## src/rtl/bitplane_sequencer.sv

```systemverilog
// Bit-plane (BCM) row/plane sequencer: requests a shifter load for the pending
// row/plane, waits for the display time of the current plane, then latches it.
package params_pkg;
  parameter int BRIGHTNESS_LEVELS = 8;
endpackage

module bitplane_sequencer #(
  parameter int BRIGHTNESS_LEVELS = params_pkg::BRIGHTNESS_LEVELS,
  parameter int ROWS              = 16
) (
  input  logic                          clk_in,
  input  logic                          reset,
  input  logic                          enable,
  output logic                          shift_start,
  input  logic                          shift_done,
  input  logic                          exceeded_overlap_time,
  output logic [$clog2(ROWS)-1:0]       next_row,
  output logic [BRIGHTNESS_LEVELS-1:0]  next_mask,
  output logic                          row_latch,
  output logic [$clog2(ROWS)-1:0]       row_address,
  output logic [BRIGHTNESS_LEVELS-1:0]  brightness_mask_active,
  output logic                          frame_done
);

  localparam int RW = $clog2(ROWS);
  localparam logic [BRIGHTNESS_LEVELS-1:0] MASK_MSB = {1'b1, {(BRIGHTNESS_LEVELS-1){1'b0}}};
  localparam logic [BRIGHTNESS_LEVELS-1:0] MASK_LSB = BRIGHTNESS_LEVELS'(1);
  localparam logic [RW-1:0]                LAST_ROW = RW'(ROWS - 1);

  typedef enum logic [2:0] {
    IDLE,
    SHIFT_REQ,
    SHIFT_WAIT,
    DISPLAY_WAIT,
    LATCH
  } state_e;

  state_e                         state_q, state_d;
  logic [RW-1:0]                  next_row_q, next_row_d;
  logic [BRIGHTNESS_LEVELS-1:0]   next_mask_q, next_mask_d;
  logic [RW-1:0]                  row_address_q, row_address_d;
  logic [BRIGHTNESS_LEVELS-1:0]   mask_active_q, mask_active_d;
  logic                           first_step_q, first_step_d;

  always_comb begin
    // NOTE: every signal gets a default before the case so no path leaves it
    // unassigned; otherwise synthesis would infer a latch.
    state_d       = state_q;
    next_row_d    = next_row_q;
    next_mask_d   = next_mask_q;
    row_address_d = row_address_q;
    mask_active_d = mask_active_q;
    first_step_d  = first_step_q;

    unique case (state_q)
      IDLE:       if (enable) state_d = SHIFT_REQ;
      SHIFT_REQ:  state_d = SHIFT_WAIT;
      SHIFT_WAIT: if (shift_done) state_d = DISPLAY_WAIT;
      DISPLAY_WAIT: begin
        // The very first step after reset has no previous plane to wait out.
        if (first_step_q || exceeded_overlap_time) begin
          state_d       = LATCH;
          row_address_d = next_row_q;
          mask_active_d = next_mask_q;
          first_step_d  = 1'b0;
          if (next_mask_q == MASK_LSB) begin
            next_mask_d = MASK_MSB;
            next_row_d  = (next_row_q == LAST_ROW) ? '0 : next_row_q + RW'(1);
          end else begin
            next_mask_d = next_mask_q >> 1;
          end
        end
      end
      LATCH:      state_d = enable ? SHIFT_REQ : IDLE;
      default:    state_d = IDLE;
    endcase
  end

  // NOTE: sequential state uses non-blocking assignments so every flop samples
  // the pre-edge values, independent of statement order.
  always_ff @(posedge clk_in or negedge reset) begin
    if (!reset) begin
      state_q       <= IDLE;
      next_row_q    <= '0;
      next_mask_q   <= MASK_MSB;
      row_address_q <= '0;
      mask_active_q <= '0;
      first_step_q  <= 1'b1;
    end else begin
      state_q       <= state_d;
      next_row_q    <= next_row_d;
      next_mask_q   <= next_mask_d;
      row_address_q <= row_address_d;
      mask_active_q <= mask_active_d;
      first_step_q  <= first_step_d;
    end
  end

  assign shift_start            = (state_q == SHIFT_REQ);
  assign row_latch              = (state_q == LATCH);
  assign frame_done             = row_latch && (row_address_q == LAST_ROW)
                                  && (mask_active_q == MASK_LSB);
  assign next_row               = next_row_q;
  assign next_mask              = next_mask_q;
  assign row_address            = row_address_q;
  assign brightness_mask_active = mask_active_q;

endmodule

```

## config.mk

```make
export PLATFORM = sky130hd
export DESIGN_NAME = bitplane_sequencer
export DESIGN_NICKNAME = d
export VERILOG_FILES = /design/src/rtl/bitplane_sequencer.sv
export SDC_FILE = /design/constraint.sdc
export NUM_CORES = 1
export LEC_CHECK = 0
export CAP_MARGIN = 20
export CORE_AREA = 2 2 55 57
export CTS_BUF_LIST = sky130_fd_sc_hd__clkbuf_2
export CTS_CLUSTER_DIAMETER = 80
export DETAILED_ROUTE_END_ITERATION = 8
export DIE_AREA = 0 0 57 59
export PLACE_DENSITY = 0.74
export SLEW_MARGIN = 40
export SYNTH_ARGS = -nofsm -noshare
export SYNTH_HDL_FRONTEND = slang
export SYNTH_SLANG_ARGS = --single-unit
```

## constraint.sdc

```tcl
create_clock -name clk_in -period 1.85 [get_ports clk_in]
set_input_delay 0.2775 -clock clk_in [delete_from_list [all_inputs] [get_ports clk_in]]
set_output_delay 0.2775 -clock clk_in [all_outputs]
set_load 0.05 [all_outputs]
```

* Word-level counts from Yosys, hierarchy flattened
Index checks and enable logic that the tools add are counted.
** Word-level totals
- Register bits :: 28
- Input bits :: 5
- Output and inout port bits :: 27
- Logic and storage cells :: 32
** Operators by class
- Add/sub/neg operators :: 1
- Reductions and logical operators :: 7
- Equality and inequality tests :: 11
- Multiplexer cells :: 7
** Operators by type and width (number)
- 8-bit by 1-bit equality test with 1-bit output, second input constant :: 2
- 3-bit case mux with 5 select lines :: 1
- 3-bit two-way mux :: 3
- 4-bit equality test, second input constant :: 2
- 8-bit two-way mux :: 1
- 3-bit by 2-bit equality test with 1-bit output, second input constant :: 2
- 2-bit inequality test, second input constant :: 3
- 3-bit AND reduction :: 2
- 4-bit by 1-bit adder with 4-bit output, second input constant :: 1
- 4-bit two-way mux :: 1
- 3-bit by 1-bit equality test with 1-bit output, second input constant :: 1
- 3-bit equality test, second input constant :: 1
- 3-bit logical NOT :: 1
- 1-bit logical AND :: 2
- 2-bit AND reduction :: 1
- 1-bit logical OR :: 1
- 1-bit two-way mux :: 1

* Logic depth before layout (Yosys ltp)
Gate-level depths: netlist of run 1.
- Depth after elaboration :: 3
- Depth in mapped cells :: 6
- Depth with buffers taken out :: 5

* Worst setup path after synthesis of run 1
No wires, ideal clock.
- Path kind :: register to register
- From :: register next_mask_q[4] (netlist: next_mask[4])
- To :: register next_row_q[3] (netlist: next_row[3])
- Library setup time :: 125 ps
- Required time :: 1725 ps
- Stages on the path, launching flop included :: 5
- Path buffers :: 0
- Period minus slack after synthesis :: 2002 ps
- Arrival :: 1877 ps
- Setup slack :: -152 ps
- Cells stage by stage :: dfrtp_1 -> or4b_4 -> nor4_4 -> nand3_1 -> mux2_4
** Between the ends
- Word-level cells in the longest chain between the ends :: 2
** RTL lines
- start, declared :: RTL line 40 : logic [BRIGHTNESS_LEVELS-1:0] next_mask_q, next_mask_d;
- start signal, assigned :: RTL line 92 : next_mask_q <= next_mask_d;
- 8-bit by 1-bit equality test with 1-bit output :: RTL line 66 : if (next_mask_q == MASK_LSB) begin
- 3-bit AND reduction (no line)
- end signal, assigned :: RTL line 91 : next_row_q <= next_row_d;
- end, declared :: RTL line 39 : logic [RW-1:0] next_row_q, next_row_d;
No other way between the ends.
A chain may end at the register's enable or synchronous reset.

* Worst setup path in the final report of run 1
- From :: register state_q[0]
- To :: output port frame_done
** Between the ends
- Word-level cells in the longest chain between the ends :: 3
** RTL lines
- start, declared :: RTL line 38 : state_e state_q, state_d;
- start signal, assigned :: RTL line 90 : state_q <= state_d;
- 3-bit equality test :: RTL line 100 : assign row_latch = (state_q == LATCH);
- 1-bit logical AND :: RTL line 101 : assign frame_done = row_latch && (row_address_q == LAST_ROW)
- 1-bit logical AND :: RTL line 102 : && (mask_active_q == MASK_LSB);
- end, declared :: RTL line 22 : output logic frame_done
No other way between the ends.

==> results_dict.tcl, run 1 <==
set metrics [dict create \
    outcome "complete, no violations" \
    synth_edf_count 0 \
    switching_share_pct 31.8 \
    skew_ps 11.5 \
    tightest_slew_ps 500 \
    fin_crit_sh_pct 98.7 \
    finalSetupViolations 0 \
    ir_drop_v 0.000601 \
    die_y_um 59 \
    htreeDepth 1 \
    cp.arrival_ps 1550 \
    final_area_um2 1650 \
    relSlewSlack_pct 66.8 \
    clk_latency_ps 340 \
    fmax_mhz 548 \
    synth_ff_type "dfrtp_1" \
    cts_sinks 28 \
    grt_setup_unrepaired "yes" \
    grt_pass1_vias 959 \
    p_switching_uw 393 \
    routed-wl-met3_um 118 \
    ant_nets 0 \
    end_kind "output port" \
    rows 19 \
    hold_slack_ps 259 \
    final_max_slew_viol_count 0 \
    syn2layout_area_growth_pct 40.5 \
    wl_met2_mm 1.22 \
    netlist_instances 115 \
    crit_fanout 4 \
    drive_gt1_share_pct 28.3 \
    p_leak_nw 0.948 \
    drt_wl_total_mm 2.56 \
    rr_worst_depth 5 \
    avgRoutedWirePerCell_um 13.5 \
    viasPerCell 4.95 \
    antenna_found_initial 0 \
    wl_met1_mm 1.17 \
    dieArea_um2 3360 \
    grt_max_degree 29 \
    core_area_um2 2710 \
    cap_violations 0 \
    finalPower_mw 1.23 \
    place_area_um2 1600 \
    grt.overflow.total 0 \
    final_nets 166 \
    port_buffers 31 \
    vias 941 \
    ys_types 31 \
    clk_path_buf_depth 2 \
    cts-root-buf "clkbuf_2" \
    avgSynthCellArea_um2 10.2 \
    diodes 0 \
    crit_type "flop to output port" \
    synth_nets 121 \
    final_util_pct 60.7 \
    power_frac_seq_pct 55.2 \
    path_clk_slew_ps 240 \
    cellInternalPower_uw 841 \
    preCtsSetupSlack_ps -29.6 \
    stdcell_count 190 \
    drcViolationCount 0 \
    gp_congestion 0.789 \
    top_layer "met4" \
    ys_ff_latch 28 \
    first_pass_iters 4 \
    placedCellCount 184 \
    cts_tree "yes" \
    fp.dieW_um 57 \
    initial_core_util_pct 43.2 \
    syn_area_um2 1170 \
    pin_count 32 \
    hold_path_class "primary input to async pin" \
    pwr-share-comb_pct 27.6 \
    hpwl_mm 1.88 \
    synthArstFlopShare_pct 100 \
    ys_seq_area_share_pct 60.0 \
    initialDrtViolationCount 27 \
    grt_util_all_layers_pct 17.1 \
    cellPowerDensity_nw_per_um2 750 \
    cts_buffers 3 \
    start_kind "flop" \
    synth_warnings 0 \
    grt_pass1_wl_mm 4.35 \
    finalHoldViolCount 0 \
    setup_tns_ps 0 \
    p_clk_share_pct 17.2 \
    worst_slack_ps 24.9 \
    period_minus_slack_ps 1830 \
    worstPathRequired_ps 1570 \
]
## layer usage
metal / track usage (%) / vias up
met5: 0 / -
met4: 7.97 / 0
met3: 2.18 / 4
met2: 27.9 / 27
met1: 23.0 / 444
li1: - / 466
## layout by cell type (no fill, tap or decap), types with 2 or more instances in the layout
cell	Yosys	final
clkdlybuf4s50_1	0	4
nand2_1	53	53
dfrtp_2	0	6
dlygate4sd2_1	0	17
dfstp_2	2	2
o21ai_0	2	2
buf_4	0	18
clkbuf_2	0	3
dfrtp_1	26	20
buf_12	0	3
## repair_timing
item	CTS	global route
endpoints found under the hold margin	0	0
pin swaps	0	2
endpoints found under the setup margin	18	6
buffers inserted	1	1
cloned	0	0
gates resized for setup	22	4
hold buffers	0	0
## layout make-up
cell class | count | area, um^2
sequential | 28 | 711
clock inverter | 1 | 3.75
timing repair buffer | 43 | 395
clock buffer | 3 | 15.0
multi-input combinational | 83 | 478
inverter | 1 | 3.75
fill | 247 | 1060
tap | 31 | 38.8
## cells in the mapped netlist, types with 2 or more instances
cell / instances / share of area, %
nor2_1: 3 / 0.96
clkbuf_1: 3 / 0.96
nand2_1: 53 / 17
and4_1: 2 / 1.5
o21ai_0: 2 / 0.85
dfstp_2: 2 / 4.5
dfrtp_1: 26 / 56
## flip-flops by register name (all words and copies together) (netlist names)
signal / flops
brightness_mask_active: 8
first_step_q: 1
next_mask: 8
next_row: 4
row_address: 4
state_q: 3
## kinds of logic after synthesis
group	share of synthesized area [%]
simple gates	28.1
flops	60.0
compound gates	4.70
buf+inv	1.28
mux	4.06
xor+xnor	0.748
fa+ha+maj	1.07
## final timing paths
path	endpoint	slack (ps)	from
worst max-delay path	frame_done	20	state_q[0]$_DFFE_PN0P_
worst min-delay path	state_q[2]$_DFFE_PN0P_	260	reset
worst max register to register	next_row[3]$_DFFE_PN0P_	50	next_mask[5]$_DFFE_PN0P_
worst min register to register	row_address[0]$_DFFE_PN0P_	530	row_address[0]$_DFFE_PN0P_
max in group asynchronous	next_mask[7]$_DFFE_PN1P_	1280	reset
min in group clk_in	state_q[0]$_DFFE_PN0P_	460	enable
## critical path, stage by stage (launching register included)
cell	delay, ps
dfrtp_1	450
buf_6	140
nor2_4	90
and2_4	170
and4_4	220
buf_12	130
## power by group through the flow
| stage | Clock [mW] | Combinational, mW | Sequential (mW) |
|---|---|---|---|
| floorplan | 0 | 0.167 | 0.677 |
| global placement | 0 | 0.297 | 0.675 |
| detailed placement | 0 | 0.299 | 0.682 |
| CTS | 0.225 | 0.333 | 0.676 |
| global route | 0.250 | 0.371 | 0.687 |
| finish | 0.212 | 0.341 | 0.681 |
(Power assumes the default switching activity.)
==> run 2, diff against run 1 <==
Settings changed: CORE_AREA 2 2 55 57 to 2 2 56 58, CTS_BUF_LIST sky130_fd_sc_hd__clkbuf_2 to default, DIE_AREA 0 0 57 59 to 0 0 58 60, PLACE_DENSITY 0.74 to 0.71.
==> run 2 against run 1 <==
Net effect: wire length up 2.4%; sequential power down 0.9%; worst setup slack improved by 45 ps; total power is 5.1% higher; largest power group unchanged.
==> results_dict.tcl, run 2 (synthesis gave the netlist of run 1 again) <==
set metrics [dict create \
    switching_share_pct 31.0 \
    period_minus_slack_ps 1780 \
    power_frac_seq_pct 52.1 \
    gp_congestion 0.818 \
    layout_common_cells "nand2_1 (53), dfrtp_1 (21), buf_4 (19), dlymetal6s2s_1 (12), dfrtp_2 (5)" \
    final_nets 164 \
    cp.arrival_ps 1500 \
    grt_max_degree 29 \
    ant_nets 0 \
    pin_count 32 \
    cts-root-buf "clkbuf_4" \
    cts_sinks 28 \
    clk_latency_ps 320 \
    fp.dieW_um 58 \
    cap_violations 0 \
    outcome "complete, no violations" \
    core_area_um2 2900 \
    grt.overflow.total 0 \
    fill_cells 253 \
    regArea_um2 709 \
    fin_crit_sh_pct 96.2 \
    vias 938 \
    clk_path_buf_depth 2 \
    grt_pass1_vias 949 \
    relSlewSlack_pct 66.2 \
    final_common_cell "nand2_1" \
    crit_fanout 4 \
    grt_pass1_wl_mm 4.51 \
    path_clk_slew_ps 140 \
    rows 20 \
    placedCellCount 184 \
    critPathTopFamily "simple AND/OR/NAND/NOR gates" \
    end_kind "output port" \
    cellInternalPower_uw 895 \
    ir_drop_v 0.000939 \
    dieArea_um2 3480 \
    syn2layout_area_growth_pct 43.9 \
    path_cells "buf_4, nor2_4, and2_4, and4_4, buf_12" \
    p_leak_nw 1.10 \
    max_stage_delay_ps 420 \
    hpwl_mm 1.93 \
    cellPowerDensity_nw_per_um2 770 \
    drive_gt1_share_pct 28.0 \
    finalHoldViolCount 0 \
    first_pass_iters 4 \
    skew_ps 2.77 \
    fmax_mhz 562 \
    crit_type "flop to output port" \
    hold_path_class "primary input to async pin" \
    htreeDepth 1 \
    initial_core_util_pct 40.3 \
    place_area_um2 1590 \
    p_clk_share_pct 22.6 \
    finalSetupViolations 0 \
    port_buffers 31 \
    final_area_um2 1690 \
    final_max_slew_viol_count 0 \
    grt_util_all_layers_pct 17.1 \
    path_buf_inv 2 \
    drt_wl_total_mm 2.62 \
    grt_setup_unrepaired "no" \
    start_kind "flop" \
    initialDrtViolationCount 27 \
    p_switching_uw 402 \
    critPathSlowestCell "dfrtp_1" \
    avgRoutedWirePerCell_um 13.8 \
    viasPerCell 4.94 \
    drcViolationCount 0 \
    cts_hold_buf 0 \
    cts_tree "yes" \
    antenna_found_initial 0 \
    die_y_um 60 \
    cts_buffers 3 \
    pwr-share-comb_pct 25.3 \
    stdcell_count 190 \
    worstPathRequired_ps 1570 \
    diodes 0 \
    multi_input_comb_area_um2 475 \
    tightest_slew_ps 507 \
]
==> run 2: cell type report <==
class,instances,share of cell area (%)
multi-input cells,83,28.2
well taps,33,2.45
inverters,1,0.223
repair buffers,41,24.9
clock buffers,4,2.15
flip-flops and latches,28,42.1
==> run 2: final timing paths <==
check | start | depth (start not counted) | slack [ps] | endpoint
max | state_q[0]$_DFFE_PN0P_ | 5 | 70 | frame_done
min | reset | 2 | 300 | brightness_mask_active[4]$_DFFE_PN0P_
max reg2reg | next_mask[6]$_DFFE_PN0P_ | 5 | 80 | next_row[3]$_DFFE_PN0P_
min reg2reg | row_address[2]$_DFFE_PN0P_ | 2 | 520 | row_address[2]$_DFFE_PN0P_
max in group asynchronous | reset | 2 | 1240 | next_mask[7]$_DFFE_PN1P_
min in group clk_in | row_address[2]$_DFFE_PN0P_ | 2 | 520 | row_address[2]$_DFFE_PN0P_
==> run 2: per-stage QoR <==
| step | hold slack, ps | setup TNS, ps | power [mW] | setup slack [ps] | util, % |
|---|---|---|---|---|---|
| floorplan | -18.1 | -127 | 0.844 | -59.3 | - |
| global placement | 480 | 0 | 0.975 | 1.43 | 54.7 |
| detailed placement | 481 | -31.3 | 0.986 | -21.6 | 54.7 |
| CTS | 308 | 0 | 1.31 | 0.322 | 56.8 |
| global route | 322 | 0 | 1.36 | 5.34 | 58.1 |
| finish | 305 | 0 | 1.30 | 69.9 | 58.1 |
==> run 2: power groups by stage <==
stage / registers (mW) / clock network [mW] / logic, mW
final: 0.675 / 0.293 / 0.329
after global routing: 0.678 / 0.327 / 0.354
after CTS: 0.675 / 0.309 / 0.324
after detailed placement: 0.679 / 0 / 0.307
after global placement: 0.675 / 0 / 0.300
after floorplan: 0.677 / 0 / 0.167
==> run 2: timing repair <==
item	4_1_cts	5_1_grt
setup endpoints to repair	4	16
pin swaps	1	2
resized for setup	9	12
setup buffers	1	1
==> run 2: worst reg2reg max path, delay by kind of cell (launching register included) <==
family	cells	cell delay [ps]
multiplexers	1	260
buffers and inverters	1	180
flip-flops	1	410
AND/OR/NAND/NOR	3	830
==> run 2: routing by layer <==
metal | up-vias | global-route usage (%) | part of all wire (%)
met2 | 26 | 29.2 | 50
met4 | 0 | 1.99 | 0.42
met1 | 452 | 22.6 | 44
met5 | - | 0 | 0
li1 | 458 | - | -
met3 | 2 | 4.55 | 5.5
